$ cat src/rtl/cpu_types_pkg.sv
// Shared CPU types: machine word, instruction-cache address split, frame
// layout and controller state encoding, plus a saturating increment helper.
package cpu_types_pkg;

  typedef logic [31:0] word_t;

  // Default instruction-cache geometry (16 one-word frames).
  localparam int ICACHE_SETS  = 16;
  localparam int ICACHE_IDX_W = 4;
  localparam int ICACHE_TAG_W = 26;

  // Fetch address split for the default geometry: 26/4/2.
  typedef struct packed {
    logic [ICACHE_TAG_W-1:0] tag;
    logic [ICACHE_IDX_W-1:0] idx;
    logic [1:0]              bytoff;
  } icachef_t;

  // One cache frame: valid bit, tag and a single instruction word.
  typedef struct packed {
    logic                    valid;
    logic [ICACHE_TAG_W-1:0] tag;
    word_t                   data;
  } icache_frame_t;

  typedef enum logic {
    IDLE = 1'b0,
    FILL = 1'b1
  } icache_state_t;

  // Increment that sticks at all-ones instead of wrapping.
  function automatic word_t sat_inc(input word_t v);
    return (v == '1) ? v : v + 32'd1;
  endfunction

endpackage

$ cat src/rtl/icache.sv
// Direct-mapped, read-only instruction cache. Hits are returned
// combinationally in IDLE; a miss captures the word address and runs a
// single-word fill from memory in FILL, after which the refetch hits.
module icache
  import cpu_types_pkg::*;
#(
  parameter  int SETS  = 16,
  localparam int IDX_W = $clog2(SETS),
  localparam int TAG_W = 30 - IDX_W
) (
  input  logic        CLK,
  input  logic        nRST,
  // datapath side
  input  logic        imemREN,
  input  logic [31:0] imemaddr,
  output logic        ihit,
  output logic [31:0] imemload,
  // memory controller side
  output logic        iREN,
  output logic [31:0] iaddr,
  input  logic        iwait,
  input  logic [31:0] iload,
  // performance counters
  output logic [31:0] hit_count,
  output logic [31:0] miss_count
);

  // Controller state and captured miss address
  icache_state_t state_q, state_d;
  word_t         addr_q, addr_d;

  // Saturating performance counters
  word_t         hit_cnt_q, hit_cnt_d;
  word_t         miss_cnt_q, miss_cnt_d;

  // Frame storage: valid bits are reset, tag/data arrays are not
  logic [SETS-1:0]  valid_q, valid_d;
  logic [TAG_W-1:0] tag_q  [SETS];
  word_t            data_q [SETS];

  // Request decode and fill target decode
  logic [TAG_W-1:0] req_tag;
  logic [IDX_W-1:0] req_idx;
  logic [TAG_W-1:0] fill_tag;
  logic [IDX_W-1:0] fill_idx;
  logic             hit;
  logic             fill_we;

  // Byte offset of the fetch address plays no part in the lookup.
  logic unused_byte_offset;
  assign unused_byte_offset = ^imemaddr[1:0];

  assign req_tag  = imemaddr[31:32-TAG_W];
  assign req_idx  = imemaddr[IDX_W+1:2];
  assign fill_tag = addr_q[31:32-TAG_W];
  assign fill_idx = addr_q[IDX_W+1:2];

  // Lookup and output drive: hits only in IDLE, memory request only in FILL
  always_comb begin
    // NOTE: every output of a combinational block gets a default first so
    // no path leaves it unassigned and infers a latch.
    hit      = 1'b0;
    ihit     = 1'b0;
    imemload = '0;
    iREN     = 1'b0;
    iaddr    = '0;
    if (state_q == IDLE) begin
      hit = imemREN & valid_q[req_idx] & (tag_q[req_idx] == req_tag);
      if (hit) begin
        ihit     = 1'b1;
        imemload = data_q[req_idx];
      end
    end else begin
      iREN  = 1'b1;
      iaddr = addr_q;
    end
  end

  // Next-state logic: start a fill on a miss, finish it when memory answers
  always_comb begin
    state_d    = state_q;
    addr_d     = addr_q;
    hit_cnt_d  = hit_cnt_q;
    miss_cnt_d = miss_cnt_q;
    valid_d    = valid_q;
    fill_we    = 1'b0;
    case (state_q)
      IDLE: begin
        if (hit) begin
          hit_cnt_d = sat_inc(hit_cnt_q);
        end else if (imemREN) begin
          addr_d     = {imemaddr[31:2], 2'b00};
          miss_cnt_d = sat_inc(miss_cnt_q);
          state_d    = FILL;
        end
      end
      FILL: begin
        // The fill runs to completion even if the datapath drops its request.
        if (!iwait) begin
          fill_we           = 1'b1;
          valid_d[fill_idx] = 1'b1;
          state_d           = IDLE;
        end
      end
      default: state_d = IDLE;
    endcase
  end

  // Control registers with asynchronous reset
  always_ff @(posedge CLK or negedge nRST) begin
    if (!nRST) begin
      // NOTE: sequential state uses non-blocking assignment so every flop
      // samples the pre-edge values, independent of block ordering.
      state_q    <= IDLE;
      addr_q     <= '0;
      hit_cnt_q  <= '0;
      miss_cnt_q <= '0;
      valid_q    <= '0;
    end else begin
      state_q    <= state_d;
      addr_q     <= addr_d;
      hit_cnt_q  <= hit_cnt_d;
      miss_cnt_q <= miss_cnt_d;
      valid_q    <= valid_d;
    end
  end

  // Tag/data array write on fill completion
  // NOTE: the tag and data arrays carry no reset; the cleared valid bits
  // make their power-up contents unobservable, and leaving them unreset
  // keeps them mappable onto plain storage.
  always_ff @(posedge CLK) begin
    if (fill_we) begin
      tag_q[fill_idx]  <= fill_tag;
      data_q[fill_idx] <= iload;
    end
  end

  assign hit_count  = hit_cnt_q;
  assign miss_count = miss_cnt_q;

endmodule

$ cat config.mk
export PLATFORM = sky130hd
export DESIGN_NAME = icache
export DESIGN_NICKNAME = d
export VERILOG_FILES = /design/src/rtl/cpu_types_pkg.sv /design/src/rtl/icache.sv
export SDC_FILE = /design/constraint.sdc
export NUM_CORES = 1
export LEC_CHECK = 0
export BUFFER_PORTS_ARGS = -buffer_cell sky130_fd_sc_hd__buf_4
export CAP_MARGIN = 5
export CORE_MARGIN = 1.5
export CORE_UTILIZATION = 61
export CTS_CLUSTER_DIAMETER = 100
export CTS_CLUSTER_SIZE = 8
export DETAILED_ROUTE_END_ITERATION = 12
export PLACE_DENSITY = 0.79
export REMOVE_ABC_BUFFERS = 1
export SETUP_SLACK_MARGIN = 0.3
export SLEW_MARGIN = 20
export SYNTH_ARGS = -nofsm -noshare
export SYNTH_HDL_FRONTEND = slang
export SYNTH_SLANG_ARGS = --single-unit
$ cat constraint.sdc
create_clock -name CLK -period 7.53 [get_ports CLK]
set_input_delay 1.506 -clock CLK [delete_from_list [all_inputs] [get_ports CLK]]
set_output_delay 1.506 -clock CLK [all_outputs]
set_load 0.05 [all_outputs]
==> impl_metrics.csv <==
group,metric,value,unit
timing,maxSlewViolCount,0,
route,routed_via_density,6.72,
synthesis,synthTopCellsByArea,"edfxtp_1, mux4_2, dfrtp_1, mux2i_1, mux2_4",
critical_path,rr_worst_depth,10,
critical_path,worst-path-buf-inv,5,
synthesis,yosysSeqAreaShare,73.8,%
critical_path,worst-setup-path-type,"in2out",
final_layout,drive_gt1_share,31.0,%
critical_path,worstPathRequired,6.02,ns
die,die_w,264,µm
route,wl_per_cell,31.4,µm
critical_path,crit_start,"imemaddr[3]",
placed_design,gp_congestion,0.801,
route,drtIter0Drc,2355,
die,pin_count,198,
critical_path,regToRegEndpoint,"hit_count[30]$_DFFE_PN0P_",
critical_path,crit_chain,"buf_6, buf_4, mux4_1, mux2i_1, mux2i_1, xnor2_1, nand3_1, nor4_1, buf_4, nand4_4, buf_12, nor2b_1, buf_4",
cts,clkTransAtPathRegs,0.05,ns
critical_path,critPathArrivalTime,5.46,ns
die,core,67300,µm²
critical_path,rrSetupSlack,3.49,ns
critical_path,path_delay_family,"buffers and inverters",
timing,grt_setup_unrepaired,"no",
synthesis,yosys.area.top_type_share,67.1,%
timing,tightest_slew,1.18,ns
min_path,min_from,"valid_q[15]$_DFFE_PN0P_",
placed_design,place_inst,3024,
final_layout,final_cell_mix,"edfxtp_1, buf_4, mux4_2",
timing,period_minus_slack,6.97,ns
cts,cts.sinks,1039,
placed_design,numPortBuffers,193,
cts,cts_setup_buffers,0,
timing,min_period_over_period,92.6,%
timing,tns,0,ns
critical_path,cp-start-kind,"input pin",
final_layout,nNetsFinal,2372,
pwr,powerDensity,292,nW/µm²
grt,grt_usage,30.0,%
cts,cts_tree,"done",
synthesis,synth_edf_count,928,
cts,htree_levels,4,
synthesis,synthDistinctLibCells,68,
synthesis,ys_ff_latch,1039,
cts,cts_root_buf,"clkbuf_16",
die,start_util,61.7,%
pwr,p_leak,16.8,nW
synthesis,synth_top_area_cell,"edfxtp_1",
route,first_pass_iters,5,
grt,grt_start_max_net_pins,105,
pwr,ir_worst_vdd,0.244,mV
critical_path,max_stage_delay,0.59,ns
critical_path,slowest_stage,"mux4_1",
synthesis,ys.flop_type,"edfxtp_1",
synthesis,ys_warn_count,0,
cts,post_cts_resized,0,
timing,hold_viol,0,
route,routed_wl,102000,µm
grt,antenna_found_initial,4,
min_path,whs_path_depth,1,
grt,grt_pass1_wl,151000,µm
final_layout,instances_no_fill,3253,
route,ant_nets,0,
outcome,status,"complete, no violations",
synthesis,avgSynthCellArea,20.7,µm²
route,via_count,21900,
cts,cts_buffers,148,
synthesis,synthCells,2008,
critical_path,worstPathMaxFanout,53,
critical_path,path_common_cell,"buf_4",
route,drt_drc_violations_left,0,
synthesis,ys_async_sr_fraction,10.7,%
timing,setup_violations,0,
die,dieArea,69600,µm²
die,die_h,264,µm
cts,cts_hold_buffers,0,
final_layout,syn2layout_area_growth,16.4,%
synthesis,synth.cell_area,41500,µm²
critical_path,endpoint_kind,"output port",
min_path,timing.hold.worst.class,"reg2reg",
timing,skew,0.0482,ns
timing,fmax,143,MHz
grt,first_global_vias,22900,
cts,clkLatencyLatePin,0.75,ns
placed_design,dp_hpwl,49500,µm
cts,clock_path_buffers,3,
grt,grt-ovfl-total,0,
min_path,holdPathEnd,"valid_q[15]$_DFFE_PN0P_",
final_layout,layout_commonest_cell,"edfxtp_1",
critical_path,r2r-start,"tag_q[12][1]$_DFFE_PP_",
timing,slew_headroom,21.0,%
die,rows,95,
job,maxCapViolations,0,
where the power goes:
part           switching (mW)  total, mW  internal (mW)  leakage (nW)
sequential              0.228       6.88           6.65          9.78
clock                    2.46       6.12           3.65          2.05
combinational           0.663       1.11          0.445          4.99
total                    3.35       14.1           10.7          16.8
metal layers:
layer	track usage [%]	vias up	wire length (µm)
met4	12.9	6	3790
met2	49.5	1401	51700
li1	-	8747	-
met3	6.02	256	9530
met1	39.5	11500	37300
met5	0	-	41
metrics by stage:
stage	total power, mW	cell area (µm²)	util [%]	hold slack, ns	setup slack [ns]
after CTS	14.2	48300	71.7	0.464	0.555
final	14.1	48300	71.8	0.464	0.560
after global routing	14.5	48300	71.8	0.470	0.386
after detailed placement	8.06	44000	65.4	0.450	0.652
after floorplan	7.56	40900	-	0.434	0.459
after global placement	8.00	44000	65.3	0.446	0.739
flip-flops by register name, indices dropped and copies added (netlist names):
signal / cells
data_q: 512
tag_q: 416
hit_count: 32
miss_count: 32
addr_q: 30
valid_q: 16
state_q: 1
cell usage after synthesis, types with 3 or more instances:
library cell,instances
xnor2_1,40
nand3b_1,7
or2_2,16
xor2_1,40
and3_1,23
mux4_2,234
buf_1,8
nor3b_1,4
a22o_1,8
a22oi_1,21
mux2_4,29
dfrtp_1,111
nor2b_1,44
nor3_1,17
a21oi_1,8
clkbuf_1,35
inv_1,10
buf_2,28
nand2b_1,11
nor2_1,37
mux4_1,10
and4_1,6
buf_4,10
edfxtp_1,928
nand3_1,42
mux2i_1,93
nand2_1,50
nor3_2,20
buf_8,3
nor4b_1,3
and2_1,36
mux2_2,5
nand4_1,12
nor4_1,4
buf_6,14
cells by family (layout without fill, tap and decap cells):
family / Yosys count / count (layout) / synth area share [%]
adders and majority gates: 2 / 2 / 0.0603
AOI/OAI and AO/OA: 60 / 60 / 1.12
muxes: 372 / 372 / 16.8
xor gates and xnor gates: 80 / 80 / 1.69
and+or+nand+nor: 343 / 343 / 4.90
DFF: 1039 / 1039 / 73.8
other: 1 / 5 / 0.00904
buffers and inverters: 111 / 479 / 1.59
final cells by class:
cell class	instances	area [µm²]
Clock buffer	209	3950
Timing Repair Buffer	243	1900
Clock inverter	16	335
Antenna cell	3	7.51
Sequential cell	1039	30600
Tap cell	873	1090
Inverter	11	41.3
Multi-Input combinational cell	859	10300
Fill cell	3684	19000
worst max-delay path by stage:
stage / to / slack [ns] / depth (start not counted)
after floorplan: imemload[0] / 0.46 / 8
after global placement: imemload[15] / 0.74 / 13
after detailed placement: imemload[24] / 0.65 / 13
after CTS: imemload[28] / 0.55 / 13
after global routing: imemload[28] / 0.39 / 13
final: imemload[28] / 0.56 / 13
(Power assumes the default switching activity.)
